[config.mk]
export PLATFORM = sky130hd
export DESIGN_NAME = mem_io_bridge
export DESIGN_NICKNAME = d
export VERILOG_FILES = /design/src/rtl/mem_io_bridge.sv
export SDC_FILE = /design/constraint.sdc
export NUM_CORES = 1
export LEC_CHECK = 0
export CAP_MARGIN = 5
export CELL_PAD_IN_SITES_DETAIL_PLACEMENT = 1
export CELL_PAD_IN_SITES_GLOBAL_PLACEMENT = 2
export CORE_ASPECT_RATIO = 1.4
export CORE_MARGIN = 2
export CORE_UTILIZATION = 25
export DETAILED_ROUTE_END_ITERATION = 8
export GPL_ROUTABILITY_DRIVEN = 0
export HOLD_SLACK_MARGIN = 0.03
export MAX_ROUTING_LAYER = met4
export PLACE_DENSITY_LB_ADDON = 0.3
export REMOVE_ABC_BUFFERS = 1
export SLEW_MARGIN = 15
export SYNTH_ARGS = -nofsm -noshare
export SYNTH_HDL_FRONTEND = slang
export SYNTH_SLANG_ARGS = --single-unit
[constraint.sdc]
create_clock -name Clk -period 3.8 [get_ports Clk]
set_clock_uncertainty 0.2 [all_clocks]
set_input_delay 0.38 -clock Clk [delete_from_list [all_inputs] [get_ports Clk]]
set_output_delay 0.38 -clock Clk [all_outputs]
set_load 0.01 [all_outputs]
[src/rtl/mem_io_bridge.sv]
`default_nettype none
// ============================================================================
//  Module   : mem_io_bridge
//  Brief    : CPU req/ack to asynchronous SRAM bridge with wait states, byte
//             enables and a small memory-mapped I/O window (switches + display
//             registers).
//  Revision : 1.0 - initial release
// ============================================================================
module mem_io_bridge #(
    parameter int                CPU_AW      = 16,
    parameter int                SRAM_AW     = 20,
    parameter int                DATA_W      = 16,
    parameter int                WAIT_CYCLES = 2,
    parameter int                NUM_DISP    = 2,
    parameter logic [CPU_AW-1:0] IO_BASE     = 16'hFFF0
) (
    input  logic                       Clk,
    input  logic                       Reset,
    input  logic                       Req,
    input  logic                       We,
    input  logic [1:0]                 Be,
    input  logic [CPU_AW-1:0]          Addr,
    input  logic [DATA_W-1:0]          Wdata,
    output logic [DATA_W-1:0]          Rdata,
    output logic                       Ack,
    output logic                       Busy,
    input  logic [DATA_W-1:0]          Switches,
    output logic [NUM_DISP*DATA_W-1:0] Disp,
    output logic                       CE_n,
    output logic                       OE_n,
    output logic                       WE_n,
    output logic                       UB_n,
    output logic                       LB_n,
    output logic [SRAM_AW-1:0]         SRAM_ADDR,
    output logic [DATA_W-1:0]          Data_to_SRAM,
    output logic                       Data_oe,
    input  logic [DATA_W-1:0]          Data_from_SRAM
);

    // Lower byte lane width; the upper lane takes the remaining bits.
    localparam int         c_LO   = DATA_W / 2;
    localparam logic [3:0] c_WAIT = 4'(WAIT_CYCLES);

    typedef enum logic [1:0] {
        S_IDLE   = 2'd0,
        S_ACCESS = 2'd1,
        S_DONE   = 2'd2
    } state_t;

    state_t                     r_state;
    logic [3:0]                 r_cnt;
    logic                       r_we;
    logic [DATA_W-1:0]          r_rdata;
    logic                       r_ack;
    logic                       r_busy;
    logic                       r_ce_n;
    logic                       r_oe_n;
    logic                       r_we_n;
    logic                       r_ub_n;
    logic                       r_lb_n;
    logic [SRAM_AW-1:0]         r_sram_addr;
    logic [DATA_W-1:0]          r_wdata;
    logic                       r_data_oe;
    logic [NUM_DISP*DATA_W-1:0] r_disp;

    logic [CPU_AW-1:0]          w_off;
    logic                       w_io_hit;
    logic [DATA_W-1:0]          w_io_rdata;

    assign w_off    = Addr - IO_BASE;
    assign w_io_hit = (Addr >= IO_BASE) && (w_off < CPU_AW'(NUM_DISP));

    // I/O read mux: offset 0 returns the switches, higher offsets the display regs.
    always_comb begin
        w_io_rdata = Switches;
        for (int k = 1; k < NUM_DISP; k++) begin
            if (w_off == CPU_AW'(k)) begin
                w_io_rdata = r_disp[k*DATA_W +: DATA_W];
            end
        end
    end

    // Transaction FSM; every output is a register updated here.
    always_ff @(posedge Clk or negedge Reset) begin
        if (!Reset) begin
            r_state     <= S_IDLE;
            r_cnt       <= '0;
            r_we        <= 1'b0;
            r_rdata     <= '0;
            r_ack       <= 1'b0;
            r_busy      <= 1'b0;
            r_ce_n      <= 1'b1;
            r_oe_n      <= 1'b1;
            r_we_n      <= 1'b1;
            r_ub_n      <= 1'b1;
            r_lb_n      <= 1'b1;
            r_sram_addr <= '0;
            r_wdata     <= '0;
            r_data_oe   <= 1'b0;
            r_disp      <= '0;
        end else begin
            case (r_state)
                S_IDLE: begin
                    if (Req) begin
                        r_busy <= 1'b1;
                        if (w_io_hit) begin
                            // I/O window completes in one cycle and never reaches SRAM.
                            r_state <= S_DONE;
                            r_ack   <= 1'b1;
                            if (We) begin
                                for (int k = 0; k < NUM_DISP; k++) begin
                                    if (w_off == CPU_AW'(k)) begin
                                        if (Be[0]) r_disp[k*DATA_W +: c_LO] <= Wdata[c_LO-1:0];
                                        if (Be[1]) r_disp[k*DATA_W+c_LO +: DATA_W-c_LO] <= Wdata[DATA_W-1:c_LO];
                                    end
                                end
                            end else begin
                                r_rdata <= w_io_rdata;
                            end
                        end else begin
                            r_state     <= S_ACCESS;
                            r_cnt       <= '0;
                            r_we        <= We;
                            r_sram_addr <= SRAM_AW'(Addr);
                            r_ce_n      <= 1'b0;
                            r_ub_n      <= ~Be[1];
                            r_lb_n      <= ~Be[0];
                            r_oe_n      <= We;
                            r_we_n      <= ~We;
                            r_data_oe   <= We;
                            if (We) r_wdata <= Wdata;
                        end
                    end
                end
                S_ACCESS: begin
                    if (r_cnt == c_WAIT) begin
                        // Final strobe edge: capture read data and release strobes.
                        r_state <= S_DONE;
                        r_ack   <= 1'b1;
                        r_ce_n  <= 1'b1;
                        r_oe_n  <= 1'b1;
                        r_we_n  <= 1'b1;
                        r_ub_n  <= 1'b1;
                        r_lb_n  <= 1'b1;
                        if (!r_we) r_rdata <= Data_from_SRAM;
                    end else begin
                        r_cnt <= r_cnt + 4'd1;
                    end
                end
                S_DONE: begin
                    // Write data stays driven through DONE as a hold cycle.
                    r_state   <= S_IDLE;
                    r_ack     <= 1'b0;
                    r_busy    <= 1'b0;
                    r_data_oe <= 1'b0;
                end
                default: begin
                    r_state <= S_IDLE;
                end
            endcase
        end
    end

    assign Rdata        = r_rdata;
    assign Ack          = r_ack;
    assign Busy         = r_busy;
    assign CE_n         = r_ce_n;
    assign OE_n         = r_oe_n;
    assign WE_n         = r_we_n;
    assign UB_n         = r_ub_n;
    assign LB_n         = r_lb_n;
    assign SRAM_ADDR    = r_sram_addr;
    assign Data_to_SRAM = r_wdata;
    assign Data_oe      = r_data_oe;
    assign Disp         = r_disp;

endmodule
`default_nettype wire

# --- After elaboration in Yosys (flattened, before gate mapping) ---
# Index checks and enable logic that the tools add are counted.
# W data, S select, Z words.
op_classes:
  n_eq_ne: 11
  reduce_logical: 19
  n_bitwise: 4
  mux: 37
  n_lt_le_gt_ge: 2
  addsub: 2
ops:
  columns: ["op", "n"]
  rows:
  - ["$mux W16", 6]
  - ["$pmux W16 S2", 1]
  - ["$reduce_and A6 Y1", 5]
  - ["$eq A16 B1 Y1 const B", 1]
  - ["$ge A16 B16 Y1 const B", 1]
  - ["$logic_not A16 Y1", 1]
  - ["$lt A16 B2 Y1 const B", 1]
  - ["$reduce_and A4 Y1", 4]
  - ["$sub A16 B16 Y16 const B", 1]
  - ["$mux W1", 14]
  - ["$ne A2 B2 Y1 const B", 7]
  - ["$pmux W1 S2", 7]
  - ["$mux W4", 3]
  - ["$pmux W4 S2", 1]
  - ["$mux W2", 3]
  - ["$reduce_and A3 Y1", 2]
  - ["$add A4 B1 Y4 const B", 1]
  - ["$eq A4 B2 Y1 const B", 1]
  - ["$not A1 Y1", 4]
  - ["$pmux W2 S2", 1]
  - ["$reduce_and A2 Y1", 2]
  - ["$reduce_bool A2 Y1", 2]
  - ["$pmux W1 S3", 1]
  - ["$reduce_bool A3 Y1", 1]
  - ["other kinds (4)", 4]
totals:
  ff_bits: 95
  input_bits: 70

# --- Logic depth before layout (Yosys ltp) ---
# Gate-level depths: netlist of run 1.
depth:
  word_depth: 7
  ltp_mapped: 9
  depth_no_buf: 7

# --- Worst setup path before layout of run 1 ---
# Ideal clock, no wire load.
synth_timing:
  path_kind: "input-to-reg"
  startpoint: "in Addr[1]"
  endpoint: "reg r_wdata[0] (netlist: Data_to_SRAM[0])"
  slack_ps: 1494
  t_required_ps: 3475
  setup_time_ps: 125
  cell_stages: 6
  arrival_time_ps: 1981
  path_buffers: 1
  cell_sequence: "or3b_4 nor4_4 nor2_4 nand2_8 buf_8 mux2_2"
synth_between:
  elab_chain_cells: 5
synth_rtl:
  columns: ["element", "line", "source"]
  rows:
  - ["start: declaration", "22", "input logic [CPU_AW-1:0] Addr,"]
  - ["$sub A16 B16 Y16", "70", "assign w_off = Addr - IO_BASE;"]
  - ["$lt A16 B2 Y1", "71", "assign w_io_hit = (Addr >= IO_BASE) && (w_off < CPU_AW'(NUM_DISP));"]
  - ["$logic_and A1 B1 Y1 *", "71", null]
  - ["$not A1 Y1 (no source line) *", null, null]
  - ["$reduce_and A4 Y1 (no source line) *", null, null]
  - ["end signal: assignment", "131", "if (We) r_wdata <= Wdata;"]
  - ["end: declaration", "62", "logic [DATA_W-1:0] r_wdata;"]
# Every way passes the cells marked *; elsewhere a longest branch is shown, timed or not.
# A chain may end at the register's enable or synchronous reset.

# --- Worst setup path after layout of run 1 ---
layout_timing:
  startpoint: "reg r_state[1]"
  endpoint: "reg r_rdata[5] (netlist: Rdata[5])"
layout_between:
  elab_chain_cells: 3
layout_rtl:
  columns: ["element", "line", "source"]
  rows:
  - ["start: declaration", "50", "state_t r_state;"]
  - ["start signal: assignment", "86", "r_state <= S_IDLE;"]
  - ["start signal: assignment", "108", "r_state <= S_DONE;"]
  - ["start signal: assignment", "121", "r_state <= S_ACCESS;"]
  - ["$eq A2 B1 Y1 / $logic_not A2 Y1 (equally long branches)", "102", "case (r_state)"]
  - ["$ne A2 B2 Y1 (no source line) / $reduce_bool A2 Y1 (equally long branches)", null, null]
  - ["$reduce_and A6 Y1 (no source line)", null, null]
  - ["end signal: assignment", "118", "r_rdata <= w_io_rdata;"]
  - ["end signal: assignment", "145", "if (!r_we) r_rdata <= Data_from_SRAM;"]
  - ["end: declaration", "53", "logic [DATA_W-1:0] r_rdata;"]
# Several ways; a longest one is shown, not always the timed one.

==> qor.yml, run 1 <==
status:
  status: "complete, no violations"
place:
  io_buffer_count: 157
  dpl.hpwl_um: 9570
timing:
  totalNegativeSetupSlack_ns: 0
  hold_ws_ns: 0.000209
  worst_pin_slew_ns: 1.06
  max_freq_mhz: 355
  grt_setup_unrepaired: "no"
  fin_crit_ns: 2.82
  setup_viol: 0
  period_share_pct: 74.2
  maxSlewHeadroom_pct: 29.4
  report.final.hold_viol_count: 0
  slew_viol_final: 0
yosys:
  syn_area_um2: 4350
  syn_inst: 328
  synth_area_leader_cell: "dfrtp_1"
  avgSynthCellArea_um2: 13.3
  yosysTopAreaCellShare_pct: 51.7
  synth_area_leaders: "dfrtp_1 (52%), mux2_2 (20%), mux2i_1 (4.4%)"
  synth_edf_count: 0
  synth-main-ff-cell: "dfrtp_1"
  ys_seq_area_share_pct: 54.7
  synth_seq_cells: 95
  async_reset_ff_share_pct: 100
  ys_warn_count: 0
  synth_cell_types: 44
drt:
  first_iter_violations: 77
  drt.antenna.violating_nets: 0
  routed_wl_um: 13100
  post_drt_wl_per_cell_um: 18.0
  dr_total_vias: 3221
  vias_per_cell: 4.43
  dr.pass1.iters: 4
  drc: 0
clock_network:
  cts_resized: 0
  root_buffer: "clkbuf_16"
  holdBufCountCts: 0
  clk_pin_slew_ns: 0.07
  numCtsBuffers: 9
  clock-sinks: 95
  cts_tree: "built"
  insertion_delay_ns: 0.34
  cts_max_path_buffers: 2
  post_cts_buffers: 0
  htree_levels: 3
die:
  core_um2: 17200
  die_h_um: 160
  die_w_um: 116
  row_count: 57
  dieArea_um2: 18500
  start_util_pct: 25.3
  ioPinCount: 162
global_route:
  grt_pass1_vias: 3618
  gr-total-overflow: 0
  antenna_found_initial: 0
  grtUsageTotal_pct: 15.3
  grt_max_degree: 81
  grt_pass1_wl_um: 20700
hold_path:
  hold_class: "in -> async"
critical_path:
  cp-start-kind: "flip-flop"
  path_class: "reg -> reg"
  required_ns: 3.78
  critical_path_arrival_ns: 2.80
  cp-end-kind: "flip-flop"
  cp_max_fo: 32
flow_run:
  drv_cap: 0
power:
  ir_worst_vdd_mv: 0.237
  combinationalPowerShare_pct: 40.5
  seq_power_share_pct: 37.8
  power_density_nw_per_um2: 598
  p_clk_share_pct: 21.7
  p_switching_uw: 1240
  internal_power_uw: 2610
  swShare_pct: 32.1
  p_leak_uw: 0.00278
final_layout:
  mostFrequentLayoutCells: "clkdlybuf4s50_1 (156), dfrtp_1 (90), mux2_2 (79), nand2_1 (23), o21ai_0 (21)"
  fin_util_pct: 37.5
  area_growth_pct: 48.0
  layout_commonest_cell: "clkdlybuf4s50_1"
  drive_gt1_share_pct: 23.8
  diodes: 0
  fin_nets: 563
per-layer routing:
metal	share of wire [%]	GRT usage, %	vias to the layer above	wire [µm]
met1	40	17.8	1634	5190
met4	1.7	5.75	0	229
met3	3.1	1.78	12	401
met5	0	-	-	0
met2	56	26.6	77	7270
li1	-	-	1498	-
worst paths after layout:
check / start / end / slack, ns / cells past startpoint
max in group asynchronous: Reset / Data_to_SRAM[0] / 2.52 / 2
setup / recovery: r_state[1] / Rdata[5] / 0.98 / 6
min in group Clk: Rdata[13] / Rdata[13] / 0.28 / 2
setup reg to reg: r_state[1] / Rdata[5] / 0.98 / 6
hold reg to reg: Rdata[13] / Rdata[13] / 0.28 / 2
hold / removal: Reset / Rdata[10] / 0.0002 / 1
cells by family after synthesis:
family	Yosys count	synth area share, %
AO/OA/AOI/OAI	46	6.49
adder cells (fa/ha/maj)	5	1.44
buffers and inverters	23	2.96
flip-flops	95	54.7
multiplexers	99	25.1
other	1	0.0861
AND/OR/NAND/NOR	59	9.22
power groups by stage:
stage	clock, µW	sequential [µW]	combinational, µW
global route	909	1500	1710
finish	834	1460	1560
detailed placement	0	1480	1590
CTS	868	1470	1600
floorplan	0	1580	645
global placement	0	1460	1560
Yosys cell counts (5+ instances only):
master    count
nor2_1        8
dfrtp_1      90
nand4_1       6
inv_1         7
o21ai_0      21
mux2i_1      19
dfstp_2       5
nand2_1      23
ha_1          5
mux2_2       79
clkbuf_1      7
stage by stage:
stage | instances | power (µW) | setup WS (ns) | area [µm²]
after global placement | 713 | 3030 | 0.714 | 6180
after global routing | 727 | 4120 | 0.629 | 6440
after CTS | 727 | 3930 | 0.877 | 6440
final | 727 | 3850 | 0.980 | 6440
after floorplan | 315 | 2220 | 0.720 | 4260
after detailed placement | 713 | 3070 | 0.643 | 6180
critical path: stages, from the launching register on:
cell,delay [ns]
dfrtp_1,0.35
inv_1,0.08
ha_1,0.34
inv_1,0.53
nor4_1,0.17
a31oi_4,0.75
o21ai_0,0.23
sequential cells by signal, summed over array words and instances (netlist names), 2 cells and up:
signal,flops
SRAM_ADDR,16
Disp,32
Rdata,16
r_state,2
Data_to_SRAM,16
r_cnt,4
cell type report:
type / count / area [µm²]
clock buffer: 11 / 243
clock inverter: 3 / 21.3
multi-input combinational: 213 / 1870
tap: 236 / 295
fill: 1867 / 10700
inverter: 7 / 26.3
timing repair buffer: 162 / 1610
sequential: 95 / 2380
No activity file was read; power rests on OpenSTA's default activity.
==> run 2: changes to the inputs <==
==> constraint.sdc (replaced) <==
create_clock -name Clk -period 2.3 [get_ports Clk]
set_clock_uncertainty 0.2 [all_clocks]
set_input_delay 0.23 -clock Clk [delete_from_list [all_inputs] [get_ports Clk]]
set_output_delay 0.23 -clock Clk [all_outputs]
set_load 0.01 [all_outputs]
==> qor.yml, run 2 (synthesis gave the netlist of run 1 again) <==
timing:
  max_freq_mhz: 448
  report.final.hold_viol_count: 0  # unchanged
  setup_viol: 0  # unchanged
  worst_pin_slew_ns: 0.579  # -0.480 ns
  hold_ws_ns: 0.237  # +0.237 ns
  maxSlewHeadroom_pct: 61.4  # +32 points
  period_share_pct: 97.0
  grt_setup_unrepaired: "yes"
  fin_crit_ns: 2.23
  totalNegativeSetupSlack_ns: 0  # unchanged
  slew_viol_final: 0  # unchanged
critical_path:
  critical_path_arrival_ns: 2.26  # -0.54 ns
  reg2reg_depth: 8  # +2
  endpoint: "Rdata[5]"
  cpMostUsedCell: "buf_4"
  required_ns: 2.33  # -1.45 ns
  path_class: "in -> reg"
  cp_max_fo: 16  # -50%
  cp-end-kind: "flip-flop"
  startpoint: "Addr[14]"
  worstPathCellList: "clkdlybuf4s50_1 -> nand4_1 -> buf_4 -> buf_4 -> nor4_4 -> buf_12 -> mux2_2 -> mux2i_1 -> o21ai_0"
  critPathSlowestCell: "clkdlybuf4s50_1"
  timing.rr.end: "Rdata[2]"
  cp-start-kind: "input pin"
  cpPeakStageDelay_ns: 0.48  # -0.27 ns
  r2r_slack_ns: 0.08  # -0.90 ns
  worstReg2RegStart: "r_cnt[0]"
die:
  row_count: 57  # unchanged
  start_util_pct: 25.3  # unchanged
  ioPinCount: 162  # unchanged
  die_w_um: 116  # unchanged
  dieArea_um2: 18500  # unchanged
  die_h_um: 160  # unchanged
  core_um2: 17200  # unchanged
final_layout:
  mostFrequentLayoutCells: "clkdlybuf4s50_1 (156), dfrtp_1 (90), mux2_2 (78), buf_4 (30), nand2_1 (22)"
  drive_gt1_share_pct: 29.5  # +5.7 points
  diodes: 0  # unchanged
  fillers: 1826  # -2.2%
  largest_reg_flops: 32  # unchanged
  final_area_um2: 6850  # +6.3%
  ff_latch_area_um2: 2380  # unchanged
  fin_nets: 595  # +5.7%
  layout_commonest_cell: "clkdlybuf4s50_1"
  multi_input_area_um2: 1910  # +2.3%
  area_growth_pct: 57.4
power:
  power_density_nw_per_um2: 982  # +64%
  finalPower_uw: 6730  # +75%
  ir_worst_vdd_mv: 0.369  # +56%
  p_leak_uw: 0.00298  # +7.3%
drt:
  dr.pass1.iters: 4  # unchanged
  routed_wl_um: 13200  # +1.2%
  drt.antenna.violating_nets: 0  # unchanged
  drc: 0  # unchanged
  first_iter_violations: 90  # +17%
  vias_per_cell: 4.40  # -0.73%
  dr_total_vias: 3347  # +3.9%
  post_drt_wl_per_cell_um: 17.4  # -3.3%
place:
  place_area_um2: 6480  # +4.8%
  io_buffer_count: 157  # unchanged
  dpl.hpwl_um: 9970  # +4.1%
global_route:
  grtUsageTotal_pct: 15.3  # +0.029 points
  grt_pass1_vias: 3702  # +2.3%
  grt_max_degree: 43  # -47%
  antenna_found_initial: 0  # unchanged
  grt_pass1_wl_um: 20800  # +0.50%
  gr-total-overflow: 0  # unchanged
clock_network:
  root_buffer: "clkbuf_16"
  cts_max_path_buffers: 2  # unchanged
  clock-sinks: 95  # unchanged
  numCtsBuffers: 9  # unchanged
  clk_pin_slew_ns: 0.07  # about the same
  insertion_delay_ns: 0.34  # about the same
  htree_levels: 3  # unchanged
  cts_tree: "built"
hold_path:
  hold_class: "in -> async"
status:
  status: "complete, no violations"
flow_run:
  drv_cap: 0  # unchanged
-- run 2: layout make-up --
class,instances,share of cell area (%)
sequential,95,34.8
clock buffer,12,3.60
multi-input combinational,213,27.9
inverter,7,0.383
tap,236,4.31
timing repair buffer,194,28.3
clock inverter,4,0.785
-- run 2: repair_timing --
item | CTS | global route
setup endpoints to repair | 28 | 41
hold buffers | 1 | 0
hold endpoints to repair | 40 | 0
gates resized for setup | 2 | 7
pin swaps | 2 | 2
buffers inserted | 1 | 2
-- run 2: critical path: cells and delay by family --
| family | cells | cell delay, ns |
|---|---|---|
| buf+inv | 4 | 0.99 |
| mux | 2 | 0.51 |
| simple gates | 2 | 0.41 |
| compound gates | 1 | 0.10 |
-- run 2: metrics by stage --
stage                     utilization, %  setup WS, ns  instances
final                               39.9        0.0679        761
after global routing                39.9       -0.0391        761
after CTS                           39.6        0.0390        759
after detailed placement            37.7        -0.402        741
after global placement              37.7        -0.370        741
after floorplan                        -        -0.780        315
-- run 2: power by group --
part	total [µW]	internal (µW)	switching [µW]	leakage, µW
logic	2790	1570	1220	0.00162
clock network	1520	878	646	0.000139
registers	2410	2160	254	0.00122
-- run 2: worst min-delay path by stage --
stage / endpoint / slack [ns] / start / cells after the start
2_1_floorplan: Ack / -0.27 / Reset / 0
3_3_place_gp: Rdata[10] / 0.08 / Reset / 1
3_5_place_dp: Rdata[10] / 0.07 / Reset / 1
4_1_cts: Rdata[10] / 0.24 / Reset / 2
5_1_grt: Rdata[10] / 0.27 / Reset / 2
6_report: Rdata[10] / 0.24 / Reset / 2
-- run 2: metal layers --
metal	global-route usage, %	wire (µm)	share of wire (%)	vias to the layer above
met5	-	0	0	-
met4	5.97	235	1.8	0
met3	2.31	528	4.0	17
met2	27.2	7370	56	83
met1	16.9	5110	39	1685
li1	-	-	-	1562
